## config.mk

```make
export PLATFORM = sky130hd
export DESIGN_NAME = doorlock_ctrl
export DESIGN_NICKNAME = d
export VERILOG_FILES = /design/src/rtl/doorlock_ctrl.sv
export SDC_FILE = /design/constraint.sdc
export NUM_CORES = 1
export LEC_CHECK = 0
export ABC_AREA = 1
export ABC_CLOCK_PERIOD_IN_PS = 4600
export CAP_MARGIN = 10
export CELL_PAD_IN_SITES_DETAIL_PLACEMENT = 0
export CELL_PAD_IN_SITES_GLOBAL_PLACEMENT = 2
export CORE_MARGIN = 1.5
export CORE_UTILIZATION = 40
export CTS_BUF_LIST = sky130_fd_sc_hd__clkbuf_8
export DETAILED_ROUTE_END_ITERATION = 16
export PLACE_DENSITY = 0.84
export SETUP_SLACK_MARGIN = 0.05
export SLEW_MARGIN = 20
export SYNTH_ARGS = -nofsm -noshare
export SYNTH_HDL_FRONTEND = slang
export SYNTH_SLANG_ARGS = --single-unit
```

## constraint.sdc

```tcl
create_clock -name clk -period 4.6 [get_ports clk]
set_input_delay 0.46 -clock clk [delete_from_list [all_inputs] [get_ports clk]]
set_output_delay 0.46 -clock clk [all_outputs]
set_load 0.005 [all_outputs]
```

## src/rtl/doorlock_ctrl.sv

```systemverilog
// Doorlock decision FSM: accumulates one-hot digit pulses, checks the code on star,
// drives open/lockout levels and led/err pulses. `DOORLOCK_PWCHG_EN adds passcode change.
module doorlock_ctrl #(
  parameter int          PW_LEN   = 4,
  parameter logic [31:0] DEF_PW   = 32'h0000_1234,
  parameter int          MAX_FAIL = 3,
  parameter logic [27:0] T_OPEN   = 28'd150_000_000,
  parameter logic [27:0] T_LOCK   = 28'd250_000_000,
  parameter logic [27:0] T_TMO    = 28'd250_000_000
) (
  input  logic       clk,
  input  logic       n_rst,
  input  logic [9:0] bt_i,
  input  logic       btstar_i,
  output logic       open_o,
  output logic       led_o,
  output logic       err_o,
  output logic       lock_o,
  output logic [3:0] dig_cnt_o,
  output logic       pwset_o
);
  localparam int BW = 4 * PW_LEN;

  typedef enum logic [2:0] {
    S_IDLE, S_ENTRY, S_OPEN, S_LOCK
`ifdef DOORLOCK_PWCHG_EN
    , S_PWSET
`endif
  } state_t;

  state_t      state, state_nx;
  logic [BW-1:0] code_q, pw_q;
  logic [3:0]  cnt_q, fail_q, fail_inc;
  logic [27:0] tmr_q;
  logic [3:0]  dig;
  logic        dig_vld, tmo, match;
  logic        ev_dig, ev_succ, ev_fail, ev_clr, ev_pwok, ev_pwbad, ev_lkend;
  logic        open_nx, led_nx, err_nx, lock_nx, pwset_nx;

  always_comb begin
    dig = '0;
    for (int k = 0; k < 10; k++)
      if (bt_i[k]) dig = 4'(k);
  end

  // star has priority: a digit arriving with star is dropped
  assign dig_vld  = $onehot(bt_i) && !btstar_i;
  assign tmo      = (tmr_q <= 28'd1);
  assign match    = (cnt_q == 4'(PW_LEN)) && (code_q == pw_q);
  assign fail_inc = fail_q + 4'd1;

  always_ff @(posedge clk or negedge n_rst) begin
    if (!n_rst) state <= S_IDLE;
    else        state <= state_nx;
  end

  always_comb begin
    state_nx = state;
    ev_dig   = 1'b0;
    ev_succ  = 1'b0;
    ev_fail  = 1'b0;
    ev_clr   = 1'b0;
    ev_pwok  = 1'b0;
    ev_pwbad = 1'b0;
    ev_lkend = 1'b0;
    unique case (state)
      S_IDLE, S_ENTRY: begin
        if (btstar_i && state == S_ENTRY) begin
          if (match) begin
            ev_succ  = 1'b1;
            state_nx = S_OPEN;
          end else begin
            ev_fail  = 1'b1;
            state_nx = (fail_inc == 4'(MAX_FAIL)) ? S_LOCK : S_IDLE;
          end
        end else if (dig_vld) begin
          ev_dig   = 1'b1;
          state_nx = S_ENTRY;
        end else if (state == S_ENTRY && tmo) begin
          ev_clr   = 1'b1;
          state_nx = S_IDLE;
        end
      end
      S_OPEN: begin
`ifdef DOORLOCK_PWCHG_EN
        if (btstar_i)  state_nx = S_PWSET;
        else if (tmo)  state_nx = S_IDLE;
`else
        if (tmo) state_nx = S_IDLE;
`endif
      end
      S_LOCK: begin
        if (tmo) begin
          ev_lkend = 1'b1;
          state_nx = S_IDLE;
        end
      end
`ifdef DOORLOCK_PWCHG_EN
      S_PWSET: begin
        if (btstar_i) begin
          ev_pwok  = (cnt_q == 4'(PW_LEN));
          ev_pwbad = (cnt_q != 4'(PW_LEN));
          state_nx = S_IDLE;
        end else if (dig_vld) begin
          ev_dig = 1'b1;
        end else if (tmo) begin
          ev_pwbad = 1'b1;
          state_nx = S_IDLE;
        end
      end
`endif
      default: state_nx = S_IDLE;
    endcase
  end

  always_comb begin
    open_nx  = (state_nx == S_OPEN);
    lock_nx  = (state_nx == S_LOCK);
    led_nx   = ev_succ | ev_pwok;
    err_nx   = ev_fail | ev_pwbad;
`ifdef DOORLOCK_PWCHG_EN
    pwset_nx = (state_nx == S_PWSET);
`else
    pwset_nx = 1'b0;
`endif
  end

  always_ff @(posedge clk or negedge n_rst) begin
    if (!n_rst) begin
      {open_o, led_o, err_o, lock_o, pwset_o} <= '0;
    end else begin
      open_o  <= open_nx;
      led_o   <= led_nx;
      err_o   <= err_nx;
      lock_o  <= lock_nx;
      pwset_o <= pwset_nx;
    end
  end

  // one shared timer, reloaded on each state entry and on every accepted digit
  always_ff @(posedge clk or negedge n_rst) begin
    if (!n_rst) begin
      tmr_q <= '0;
    end else if (state_nx != state || ev_dig) begin
      unique case (state_nx)
        S_OPEN:  tmr_q <= T_OPEN;
        S_LOCK:  tmr_q <= T_LOCK;
        S_IDLE:  tmr_q <= '0;
        default: tmr_q <= T_TMO;
      endcase
    end else if (tmr_q != '0) begin
      tmr_q <= tmr_q - 28'd1;
    end
  end

  always_ff @(posedge clk or negedge n_rst) begin
    if (!n_rst) begin
      code_q <= '0;
      cnt_q  <= '0;
      fail_q <= '0;
    end else begin
      if (ev_dig) begin
        code_q <= (code_q << 4) | BW'(dig);
        if (cnt_q != 4'(PW_LEN)) cnt_q <= cnt_q + 4'd1;
      end else if (ev_succ | ev_fail | ev_clr | ev_pwok | ev_pwbad) begin
        code_q <= '0;
        cnt_q  <= '0;
      end
      if (ev_succ | ev_lkend) fail_q <= '0;
      else if (ev_fail)       fail_q <= fail_inc;
    end
  end

`ifdef DOORLOCK_PWCHG_EN
  always_ff @(posedge clk or negedge n_rst) begin
    if (!n_rst)       pw_q <= DEF_PW[BW-1:0];
    else if (ev_pwok) pw_q <= code_q;
  end
`else
  assign pw_q = DEF_PW[BW-1:0];
`endif

  assign dig_cnt_o = cnt_q;

endmodule

```

### Yosys cells after proc, flatten, opt, wreduce, memory -nomap -nowiden

Index checks and enable logic that the tools add are counted.

| storage, ports and cells | value |
|---|---|
| register bits after elaboration | 59 |
| input port bits | 13 |

| cells by class | value |
|---|---|
| add/subtract/negate cells | 12 |
| $lt $le $gt $ge | 1 |
| equal/unequal tests | 12 |
| muxes and demuxes | 41 |
| bitwise gates (word level) | 4 |
| reduce and logical (&&, ||, !) cells | 15 |

Operators with widths:

| kind | number |
|---|---|
| 28-bit 2-to-1 mux | 2 |
| 28-bit case mux with 2 select lines | 1 |
| 16-bit 2-to-1 mux | 2 |
| 28-bit by 1-bit less-or-equal comparator with 1-bit output (second input constant) | 1 |
| 4-bit 2-to-1 mux | 7 |
| 28-bit nonzero test | 1 |
| 28-bit by 1-bit subtractor with 28-bit output (second input constant) | 1 |
| 3-bit 2-to-1 mux | 8 |
| 16-bit by 13-bit equality test with 1-bit output (second input constant) | 1 |
| 1-bit 2-to-1 mux | 16 |
| 16-bit by 4-bit bitwise OR with 16-bit output | 1 |
| 3-bit by 2-bit equality test with 1-bit output (second input constant) | 4 |
| 1-bit by 1-bit adder with 2-bit output | 5 |
| 4-bit by 1-bit adder with 4-bit output (second input constant) | 2 |
| 2-bit 2-to-1 mux | 4 |
| 2-bit by 2-bit adder with 3-bit output | 2 |
| 3-bit logical NOT | 2 |
| 3-bit case mux with 2 select lines | 1 |
| 2-bit nonzero test | 3 |
| 3-bit by 3-bit adder with 4-bit output | 1 |
| 4-bit by 2-bit adder with 4-bit output | 1 |
| 4-bit by 1-bit equality test with 1-bit output (second input constant) | 1 |
| 4-bit by 2-bit equality test with 1-bit output (second input constant) | 1 |
| 4-bit by 3-bit equality test with 1-bit output (second input constant) | 1 |
| 10 further kinds | 16 |

### Longest topological paths before layout

Gate-level depths: netlist (run 1).

| depth | value |
|---|---|
| word-level depth | 12 |
| gate-level depth with buffers | 20 |
| gate-level depth less buffers | 19 |

### Least setup slack after synthesis (run 1)

No wires, ideal clock.

| path | value |
|---|---|
| kind | in2reg |
| start | input port bt_i[0] |
| end | register tmr_q[21] |
| setup time | 0.113 ns |
| arrival time | 3.720 ns |
| slack | 0.766 ns |
| cell stages on the path | 20 |
| path buffers | 1 |
| cells stage by stage | fa_1 -> fa_1 -> inv_1 -> fa_1 -> inv_1 -> ha_1 -> inv_1 -> fa_1 -> nand2_1 -> nor2_1 -> o211ai_1 -> nor2_2 -> clkinv_4 -> nand2_1 -> nor2_2 -> buf_6 -> nand3_2 -> nand2_1 -> nand2_1 -> inv_1 |

| on the way | value |
|---|---|
| word-level cells in the longest chain between the ends | 12 |

RTL lines:

| item | line | RTL |
|---|---|---|
| start, declared | 13 | `input logic [9:0] bt_i,` |
| 1-bit by 1-bit adder with 2-bit output (implied by the code) * | 47 | `assign dig_vld = $onehot(bt_i) && !btstar_i;` |
| 2-bit by 2-bit adder with 3-bit output (implied by the code) * | 47 |  |
| 3-bit by 3-bit adder with 4-bit output (implied by the code) * | 47 |  |
| 4-bit by 2-bit adder with 4-bit output (implied by the code) * | 47 |  |
| 4-bit by 1-bit equality test with 1-bit output * | 47 |  |
| 1-bit logical AND * | 47 |  |
| 3-bit 2-to-1 mux | 76 | `end else if (dig_vld) begin` |
| 3-bit 2-to-1 mux | 68 | `if (btstar_i && state == S_ENTRY) begin` |
| 3-bit case mux with 2 select lines | 66 | `unique case (state)` |
| 3-bit by 2-bit equality test with 1-bit output (tied with other cells) | 145 | `unique case (state_nx)` |
| 28-bit case mux with 2 select lines / 1-bit logical OR (equally long branches) | 145, 144 |  |
| 28-bit 2-to-1 mux / 2-bit nonzero test (equally long branches) | - |  |
| end signal, assigned | 152 | `tmr_q <= tmr_q - 28'd1;` |
| end, declared | 34 | `logic [27:0] tmr_q;` |

Mark *: on every way between the ends. The rest lies on a longest branch, timed or not.
A chain may end at the register's enable or synchronous reset.

### Worst setup path in the final report (run 1)

| path | value |
|---|---|
| start | input port bt_i[5] |
| end | register tmr_q[5] |

| on the way | value |
|---|---|
| word-level cells in the longest chain between the ends | 12 |

RTL lines:

| item | line | RTL |
|---|---|---|
| 1-bit by 1-bit adder with 2-bit output (implied by the code) * | 47 |  |
| 2-bit by 2-bit adder with 3-bit output (implied by the code) * | 47 |  |
| 3-bit by 3-bit adder with 4-bit output (implied by the code) * | 47 |  |
| 4-bit by 2-bit adder with 4-bit output (implied by the code) * | 47 |  |
| 4-bit by 1-bit equality test with 1-bit output * | 47 |  |
| 1-bit logical AND * | 47 |  |
| 3-bit 2-to-1 mux | 76 |  |
| 3-bit 2-to-1 mux | 68 |  |
| 3-bit case mux with 2 select lines | 66 |  |
| 3-bit != test | 144 | `end else if (state_nx != state \|\| ev_dig) begin` |
| 1-bit logical OR * | 144 |  |
| 28-bit 2-to-1 mux / 2-bit nonzero test (equally long branches) | - |  |

Marks and branches as above.

==> summary.txt, run 1 <==
Clock tree
  • CTS Sinks: 59
  • H-tree levels: 3
  • Num CTS Buffers: 9
  • Cts hold-fix bufs: 0
  • Post-cts resize count: 0
  • Setup bufs post-CTS: 0
  • Clk root buf: clkbuf_8
  • TritonCTS clock tree: yes
  • Clk_lat worst skew: 0.34 ns
  • Worst-case clock buffer depth: 2
  • Clock-pin slew of the registers on the worst-case setup and hold paths: 0.07 ns

Global route
  • Total track usage: 18.1%
  • Most Used Layer, Global Route: met2
  • Grt met2 use: 30.3%
  • GRT met3 Usage: 3.16%
  • Initial antenna violation count: 0
  • Vias in the first global route: 2,919
  • Global-route met1 utilization: 23.4%
  • First-pass GRT wire length: 14.0 mm
  • Largest net degree at the start of global routing: 60
  • GR Overflow Total: 0

Synthesis
  • Gate Count Post-Synth: 455
  • Synthesized flop and latch total: 59
  • Yosys warnings: 0
  • Cell Area, Synth: 3740 um^2
  • Avg Inst Size Synth: 8.23 um^2
  • Yosys top cell area share: 39.4%
  • Sequential element share of the synthesized area: 39.4%
  • Distinct cells, synth: 40
  • Post-synth top area cell: dfrtp_1
  • Top post-synthesis cells by area: dfrtp_1, nand2_1, inv_1

Worst setup path
  • CP max FO: 16
  • WP data required: 4.89 ns
  • CP Class: input pin to flip-flop
  • Setup crit end kind: flip-flop
  • Startpoint Class: input pin
  • Arrival @ worst endpoint: 4.48 ns

STA
  • Max Slew Vio Count: 0
  • Max_slew headroom: 49.3%
  • Final setup viols: 0
  • Worst setup margin: 0.402 ns
  • Worst Clk Skew: 0.00612 ns
  • Final Hold Slack: 0.268 ns
  • Tcrit/Tclk final: 91.3%
  • Max frequency: 238 MHz
  • Final hold violation count: 0
  • Fin crit period: 4.20 ns
  • Tightest Pin Transition: 0.760 ns
  • RSZ-0062 raised after global routing: false

Routing
  • DRC violations left: 0
  • DR vias: 2,891
  • TritonRoute pass-1 iters: 4
  • Routed WL per cell: 13.2 um
  • Number of DRC markers in iteration 0: 79
  • Final WL: 8.04 mm
  • Final ANT Viol Nets: 0
  • Vias per cell: 4.75

Placement
  • Area after DPL: 4110 um^2
  • Final GP Congestion: 0.836
  • DP Cell Count: 593
  • Pre-CTS setup slack: -0.321 ns
  • Placed wire-length estimate: 6.00 mm
  • Port Buffers: 20

Job
  • MaxCap Viol Count: 0

Cells and area
  • # diodes: 0
  • Most common cell after layout, fill and taps aside: nand2_1
  • Non-filler cells, final: 609
  • Commonest non-fill, non-tap cells in the layout: nand2_1, inv_1, dfrtp_1, nor2_1, nand3_1
  • Nets: 520
  • Area grow syn2layout: 14.6%
  • Final core occ: 46.9%
  • Share of cells above drive strength 1: 17.5%
  • Finished Cell Area: 4290 um^2
  • Sequential standard cell area: 1480 um^2
  • Filler cell count: 922
  • Area of the multi-input gates: 1920 um^2

Floorplanning
  • Die area: 9950 um^2
  • Die H: 99.7 um
  • Initial Util: 40.9%
  • IO Count: 22
  • CORE AREA: 9150 um^2
  • Die span in x: 99.7 um
  • Row count: 35

Power
  • Lkg Pwr: 0.00221 uW
  • Cell Pwr Density: 596 nW/um^2
  • Worst vdd ir: 0.209 mV

Min path
  • Hold WC Path Type: input pin to async pin

Status
  • Status: completed
[sequential cells by signal (all words and copies together), names as in the netlist]
name       count
err_o          1
code_q        16
dig_cnt_o      4
tmr_q         28
state          3
led_o          1
fail_q         4
open_o         1
lock_o         1
[report_power, final]
| part | total [uW] | switching [uW] | internal (uW) |
|---|---|---|---|
| clock network | 425 | 208 | 217 |
| registers | 853 | 152 | 700 |
| logic | 1280 | 788 | 494 |
[routing by layer]
layer	share of wire [%]	routed length, um
met1	48	3880
met4	1.6	125
met5	0	0
met2	48	3880
met3	2.0	157
[Yosys cell counts (all sizes together)]
master / count
nand2: 91
inv: 75
nor2: 74
dfrtp: 59
nand3: 42
o21ai: 19
xor2: 17
nor3: 14
o22ai: 14
a21oi: 8
ha: 8
xnor2: 8
buf: 6
fa: 6
nand4: 4
or2: 3
o21bai: 2
and3: 1
clkbuf: 1
clkinv: 1
conb: 1
o211ai: 1
[critical path: stages]
cell and delay [ns]:
clkdlybuf4s50_1 0.45, fa_1 0.52, fa_1 0.50, inv_1 0.05, fa_1 0.47, inv_1 0.04, ha_1 0.18, inv_1 0.07
fa_1 0.40, nand2_1 0.08, nor2_1 0.04, o211ai_1 0.11, nor2_2 0.09, clkinv_4 0.05, nand2_1 0.08, nor2_4 0.39
nand2_4 0.25, nor2_1 0.15, nand2_1 0.06, inv_1 0.05
[cells by family after synthesis]
family / count (synthesis) / synth area share [%]
and+or+nand+nor: 229 / 32.1
buffers and inverters: 83 / 9.56
DFF: 59 / 39.4
AOI/OAI and AO/OA: 44 / 6.65
xor gates and xnor gates: 25 / 6.25
adders and majority gates: 14 / 5.88
other: 1 / 0.100
[final timing paths]
path / from / to / slack, ns / cells after the start
max in group asynchronous: n_rst / tmr_q[25] / 3.83 / 2
max: bt_i[5] / tmr_q[5] / 0.40 / 20
max reg2reg: tmr_q[0] / tmr_q[5] / 2.23 / 13
min in group clk: code_q[13] / code_q[13] / 0.54 / 2
min reg2reg: code_q[13] / code_q[13] / 0.54 / 2
min: n_rst / tmr_q[0] / 0.27 / 2
[area by class of cell]
type / instances / share of cell area [%]
inverters: 76 / 6.82
multi-input cells: 314 / 44.7
flip-flops and latches: 59 / 34.4
clock inverters: 5 / 0.496
clock buffers: 11 / 3.53
well taps: 111 / 3.24
repair buffers: 33 / 6.82
[metrics by stage]
stage                     power [uW]  TNS, ns
after CTS                       2590        0
after floorplan                 1860        0
final                           2560        0
after global routing            2820        0
after global placement          2140    -4.86
after detailed placement        2150    -6.82
No activity file was read; power rests on OpenSTA's default activity.
==> run 2, diff against run 1 <==
--- a/config.mk
+++ b/config.mk
@@ -15,5 +15,5 @@
 export CTS_BUF_LIST = sky130_fd_sc_hd__clkbuf_8
 export DETAILED_ROUTE_END_ITERATION = 16
-export PLACE_DENSITY = 0.84
+export PLACE_DENSITY = 0.91
 export SETUP_SLACK_MARGIN = 0.05
 export SLEW_MARGIN = 20
==> constraint.sdc (replaced) <==
create_clock -name clk -period 4.6 [get_ports clk]
set_input_delay 0.46 -clock clk [delete_from_list [all_inputs] [get_ports clk]]
set_output_delay 0.46 -clock clk [all_outputs]
set_load 0.01 [all_outputs]
==> run 2 against run 1 <==
  * Setup slack improved by 0.050 ns
  * Combinational power about the same
  * Critical path type unchanged
  * Highest routed layer unchanged
  * Worst hold slack improved by 0.017 ns
==> summary.txt, run 2 (same netlist as run 1, synthesis figures left out) <==
STA
  • RSZ-0062 raised after global routing: false
  • Max_slew headroom: 48.3% (-1.1 points)
  • Max frequency: 241 MHz (+1.2%)
  • Tcrit/Tclk final: 90.2% (-1.1 points)
  • Final hold violation count: 0 (unchanged)
  • Max Slew Vio Count: 0 (unchanged)
  • Worst Clk Skew: 0.0107 ns (+0.00459 ns)
  • Fin crit period: 4.15 ns (-0.0498 ns)
  • Setup TNS: 0 ns (unchanged)
  • Final setup viols: 0 (unchanged)
  • Worst setup margin: 0.451 ns (+0.0498 ns)
  • Tightest Pin Transition: 0.776 ns (+0.0158 ns)

Routing
  • Final WL: 7.97 mm (-0.97%)
  • Number of DRC markers in iteration 0: 134 (+70%)
  • DR vias: 2,899 (+0.28%)
  • Final ANT Viol Nets: 0 (unchanged)
  • DRC violations left: 0 (unchanged)
  • Routed WL per cell: 13.2 um (-0.15%)
  • TritonRoute pass-1 iters: 4 (unchanged)
  • Vias per cell: 4.80 (+1.1%)

Power
  • Net Sw Frac: 44.7% (-0.11 points)
  • Lkg Pwr: 0.00218 uW (-1.3%)
  • Reg power frac: 33.4% (about the same)
  • Gate power share: 49.9% (-0.2 points)
  • Net Sw Power: 1130 uW (-1.1%)
  • Clock share of power: 16.7% (about the same)
  • Cell Pwr Density: 596 nW/um^2 (about the same)
  • Worst vdd ir: 0.185 mV (-11%)
  • Int Power: 1400 uW (-0.68%)

Clock tree
  • Clk_lat worst skew: 0.34 ns (about the same)
  • Clk root buf: clkbuf_8
  • H-tree levels: 3 (unchanged)
  • Num CTS Buffers: 9 (unchanged)
  • Post-cts resize count: 0 (unchanged)
  • TritonCTS clock tree: yes
  • Worst-case clock buffer depth: 2 (unchanged)
  • Clock-pin slew of the registers on the worst-case setup and hold paths: 0.07 ns (about the same)
  • Cts hold-fix bufs: 0 (unchanged)
  • CTS Sinks: 59 (unchanged)
  • Setup bufs post-CTS: 0 (unchanged)

Placement
  • Final GP Congestion: 0.849 (+1.5%)
  • Placed wire-length estimate: 5.93 mm (-1.1%)
  • Pre-CTS setup slack: 0.0671 ns (+0.388 ns)
  • Port Buffers: 20 (unchanged)

Global route
  • GR Overflow Total: 0 (unchanged)
  • First-pass GRT wire length: 14.1 mm (+0.79%)
  • Total track usage: 18.2% (+0.079 points)
  • Initial antenna violation count: 0 (unchanged)
  • Vias in the first global route: 2,993 (+2.5%)
  • Largest net degree at the start of global routing: 60 (unchanged)

Worst setup path
  • WP data required: 4.83 ns (-0.06 ns)
  • Startpoint Class: input pin
  • R2R depth: 11 (-2)
  • Reg2reg end: tmr_q[3]
  • Origin of the critical flop-to-flop path: tmr_q[0]
  • CP max FO: 13 (-3)
  • Arrival @ worst endpoint: 4.38 ns (-0.10 ns)
  • R2R Setup Slk: 2.24 ns (about the same)
  • Setup crit end kind: flip-flop
  • CP Class: input pin to flip-flop

Cells and area
  • Biggest regs: tmr_q (28), code_q (16)
  • Most common cell after layout, fill and taps aside: nand2_1
  • Commonest non-fill, non-tap cells in the layout: nand2_1, inv_1, dfrtp_1, nor2_1, nand3_1
  • Share of cells above drive strength 1: 17.2% (-0.23 points)
  • Largest reg by FF count: tmr_q
  • Max FFs per register: 28 (unchanged)
  • Sequential standard cell area: 1480 um^2 (unchanged)
  • Area grow syn2layout: 13.7%
  • # diodes: 0 (unchanged)
  • Filler cell count: 930 (+0.87%)
  • Area of the multi-input gates: 1910 um^2 (-0.26%)
  • Nets: 517 (-0.58%)

Job
  • MaxCap Viol Count: 0 (unchanged)

Floorplanning
  • Die span in x: 99.7 um (unchanged)
  • Initial Util: 40.9% (unchanged)
  • Die H: 99.7 um (unchanged)
  • Die area: 9950 um^2 (unchanged)
  • IO Count: 22 (unchanged)
  • CORE AREA: 9150 um^2 (unchanged)
  • Row count: 35 (unchanged)

Min path
  • Hold WC Path Type: input pin to async pin

Status
  • Status: completed
## run 2: area by class of cell
type / instances / area share [%]
clock buffers: 11 / 3.56
clock inverters: 3 / 0.353
inverters: 76 / 6.88
multi-input cells: 314 / 44.9
flip-flops and latches: 59 / 34.7
well taps: 111 / 3.26
repair buffers: 30 / 6.35
## run 2: metrics by stage
stage	area (um^2)	instances	hold WS (ns)	utilization, %	total power [uW]
2_1_floorplan	3750	456	0.164	-	1860
3_3_place_gp	4090	590	0.507	44.7	2120
3_5_place_dp	4090	590	0.516	44.7	2130
4_1_cts	4260	604	0.306	46.5	2560
5_1_grt	4260	604	0.349	46.5	2810
6_report	4260	604	0.285	46.5	2540
## run 2: how the worst max path moves through the flow
stage	from	end
final	bt_i[9]	tmr_q[3]
after global routing	bt_i[7]	tmr_q[9]
after CTS	bt_i[9]	tmr_q[3]
after detailed placement	bt_i[3]	tmr_q[3]
after global placement	bt_i[1]	tmr_q[27]
after floorplan	bt_i[0]	tmr_q[21]
## run 2: power groups by stage
stage	registers, uW	logic (uW)	clock network, uW
floorplan	829	1030	0
global placement	852	1270	0
detailed placement	854	1270	0
CTS	847	1280	435
global route	877	1470	461
finish	848	1270	423
## run 2: worst max-delay path, cell delays in order
cell and delay, ns:
clkdlybuf4s50_1 0.55, fa_1 0.45, fa_1 0.49, inv_1 0.05, fa_1 0.47, inv_1 0.04
ha_1 0.18, inv_1 0.07, fa_1 0.41, nand2_1 0.08, nor2_1 0.04, o211ai_1 0.14
nor2_2 0.10, clkinv_4 0.07, nand2_1 0.06, nor2_2 0.14, buf_4 0.25, nand3_4 0.18
nand2_1 0.13, inv_1 0.04
## run 2: per-layer routing
| metal | vias to the layer above | GRT usage [%] | share of wire, % |
|---|---|---|---|
| met5 | - | 0 | 0 |
| met4 | 0 | 7.58 | 2.2 |
| met3 | 11 | 3.30 | 2.3 |
| met2 | 42 | 28.3 | 46 |
| met1 | 1343 | 24.9 | 50 |
| li1 | 1503 | - | - |
==> run 3, diff against run 2 <==
- CORE_UTILIZATION: 40 -> 35
- PLACE_DENSITY: 0.91 -> 0.81
==> run 3 against run 2 <==
  * Clock power is 7.1% higher
  * Worst hold slack gained 0.00056 ns
  * Non-clock buffer count rose by 4
  * Utilization fell by 4.7 points
  * Fmax shrank 1.8%
  * Register-to-register slack about the same
  * Flip-flop and latch count did not move
  * Global-route usage shrank 2.5 points
  * Final cell count rose by 4.8%
  * Final area is 1.9% higher
  * Setup slack got worse by 0.074 ns
  * Critical path type unchanged
  * Highest routed layer unchanged
==> summary.txt, run 3 (same netlist as run 1, synthesis figures left out) <==
Status
  • Status: completed

Routing
  • DR vias: 2,911 (+0.41%)
  • Final WL: 8.04 mm (+0.90%)
  • Number of DRC markers in iteration 0: 99 (-26%)
  • Vias per cell: 4.60 (-4.2%)
  • Final ANT Viol Nets: 0 (unchanged)
  • Routed WL per cell: 12.7 um (-3.7%)
  • DRC violations left: 0 (unchanged)
  • TritonRoute pass-1 iters: 4 (unchanged)

STA
  • Max Slew Vio Count: 0 (unchanged)
  • Tightest Pin Transition: 0.784 ns (+0.00795 ns)
  • Tcrit/Tclk final: 91.8% (+1.6 points)
  • Fin crit period: 4.22 ns (+0.0742 ns)
  • Final hold violation count: 0 (unchanged)
  • Worst setup margin: 0.377 ns (-0.0742 ns)
  • Final setup viols: 0 (unchanged)
  • Worst Clk Skew: 0.00916 ns (-0.00155 ns)
  • RSZ-0062 raised after global routing: false
  • Max_slew headroom: 47.8% (-0.53 points)
  • Max frequency: 237 MHz (-1.8%)

Worst setup path
  • CP Capture Point: tmr_q[5]
  • CP Class: input pin to flip-flop
  • Origin of the critical flop-to-flop path: tmr_q[0]
  • CP max FO: 16 (+3)
  • R2R Setup Slk: 2.24 ns (about the same)
  • Arrival @ worst endpoint: 4.50 ns (+0.12 ns)
  • Slowest Stage Delay on Critical Path: 0.51 ns (-0.04 ns)
  • Setup crit end kind: flip-flop
  • Startpoint Class: input pin
  • Slowest CP cell: fa_1
  • CP Cell Sequence: clkdlybuf4s50_1 -> fa_1 -> fa_1 -> inv_1 -> fa_1 -> inv_1 -> ha_1 -> inv_1 -> fa_1 -> nand2_1 -> nor2_1 -> o211ai_1 -> nor2_2 -> clkinv_4 -> nand2_1 -> nor2_4 -> nand2_4 -> nor2_1 -> nand2_1 -> inv_1
  • Worst setup path start: bt_i[1]
  • Reg2reg end: tmr_q[5]
  • WP data required: 4.88 ns (+0.05 ns)
  • R2R depth: 13 (+2)

Global route
  • Largest net degree at the start of global routing: 60 (unchanged)
  • Initial antenna violation count: 0 (unchanged)
  • First-pass GRT wire length: 13.9 mm (-1.5%)
  • Total track usage: 15.6% (-2.5 points)
  • Vias in the first global route: 3,004 (+0.37%)
  • GR Overflow Total: 0 (unchanged)

Cells and area
  • Area of the multi-input gates: 1920 um^2 (+0.26%)
  • Sequential standard cell area: 1480 um^2 (unchanged)
  • Commonest non-fill, non-tap cells in the layout: nand2_1, inv_1, dfrtp_1, nor2_1, nand3_1
  • Most common cell after layout, fill and taps aside: nand2_1
  • Largest reg by FF count: tmr_q
  • Area grow syn2layout: 15.9%
  • Biggest regs: tmr_q (28), code_q (16)
  • Max FFs per register: 28 (unchanged)
  • Share of cells above drive strength 1: 17.7% (+0.46 points)
  • # diodes: 0 (unchanged)
  • Nets: 521 (+0.77%)
  • Filler cell count: 1,089 (+17%)

Power
  • Worst vdd ir: 0.197 mV (+6.5%)
  • Cell Pwr Density: 600 nW/um^2 (+0.66%)
  • Net Sw Frac: 44.1% (-0.59 points)
  • Int Power: 1450 uW (+3.7%)
  • Lkg Pwr: 0.00221 uW (+1.3%)
  • Clock share of power: 17.4% (+0.7 points)
  • Reg power frac: 32.7% (-0.7 points)
  • Gate power share: 49.9% (about the same)
  • Total chip power: 2600 uW (+2.6%)
  • Net Sw Power: 1150 uW (+1.2%)

Clock tree
  • CTS Sinks: 59 (unchanged)
  • Clk root buf: clkbuf_8
  • Clk_lat worst skew: 0.34 ns (about the same)
  • Setup bufs post-CTS: 0 (unchanged)
  • TritonCTS clock tree: yes
  • Worst-case clock buffer depth: 2 (unchanged)
  • Clock-pin slew of the registers on the worst-case setup and hold paths: 0.07 ns (about the same)
  • Cts hold-fix bufs: 0 (unchanged)
  • Num CTS Buffers: 9 (unchanged)
  • H-tree levels: 3 (unchanged)

Floorplanning
  • Row count: 37 (+5.7%)
  • Die area: 11,300 um^2 (+14%)
  • Die span in x: 106 um (+6.7%)
  • Initial Util: 36.1% (-4.8 points)
  • Die H: 106 um (+6.7%)
  • IO Count: 22 (unchanged)
  • CORE AREA: 10,400 um^2 (+13%)

Job
  • MaxCap Viol Count: 0 (unchanged)

Placement
  • Final GP Congestion: 0.755 (-11%)
  • Port Buffers: 20 (unchanged)
  • Placed wire-length estimate: 5.97 mm (+0.51%)
  • Pre-CTS setup slack: -0.317 ns (-0.384 ns)

Min path
  • Hold WC Path Type: input pin to async pin
run 3: repair_timing:
action | in CTS | in global routing
endpoints found under the hold margin | 0 | 0
endpoints found under the setup margin | 2 | 0
gates resized for setup | 1 | 0
run 3: area by class of cell:
cell class                 count  share of cell area, %
multi-input combinational    314                   44.2
sequential                    59                   34.0
timing repair buffer          34                   6.92
inverter                      76                   6.75
tap                          136                   3.92
clock buffer                  10                   3.17
clock inverter                 4                   1.01
run 3: through the flow:
stage / cell area [um^2] / TNS [ns] / util (%) / hold WS (ns) / cells
3_3_place_gp: 4150 / -5.17 / 40.0 / 0.512 / 619
2_1_floorplan: 3750 / 0 / - / 0.164 / 456
3_5_place_dp: 4150 / -6.85 / 40.0 / 0.518 / 619
4_1_cts: 4340 / 0 / 41.8 / 0.309 / 633
6_report: 4340 / 0 / 41.8 / 0.286 / 633
5_1_grt: 4340 / 0 / 41.8 / 0.350 / 633
run 3: power groups by stage:
stage | clock (uW) | sequential (uW) | combinational, uW
after floorplan | 0 | 829 | 1030
after global placement | 0 | 856 | 1300
after detailed placement | 0 | 860 | 1300
after CTS | 472 | 853 | 1310
after global routing | 491 | 878 | 1490
final | 453 | 852 | 1300
run 3: routing by layer:
| metal | routed length, um | track usage, % |
|---|---|---|
| met3 | 230 | 3.99 |
| met4 | 74 | 4.00 |
| met2 | 3870 | 27.0 |
| met1 | 3860 | 19.5 |
| met5 | 0 | 0 |
run 3: worst min path at each step:
stage                          start          to
after global routing           n_rst    tmr_q[1]
after detailed placement  code_q[12]  code_q[12]
after global placement    code_q[12]  code_q[12]
final                          n_rst    tmr_q[1]
after CTS                      n_rst    tmr_q[1]
after floorplan                n_rst   code_q[0]
run 3: critical path: cells and delay by family:
family / cells / cell delay, ns
AOI/OAI and AO/OA: 1 / 0.12
buffers and inverters: 6 / 0.76
and+or+nand+nor: 8 / 1.15
adders and majority gates: 5 / 2.01
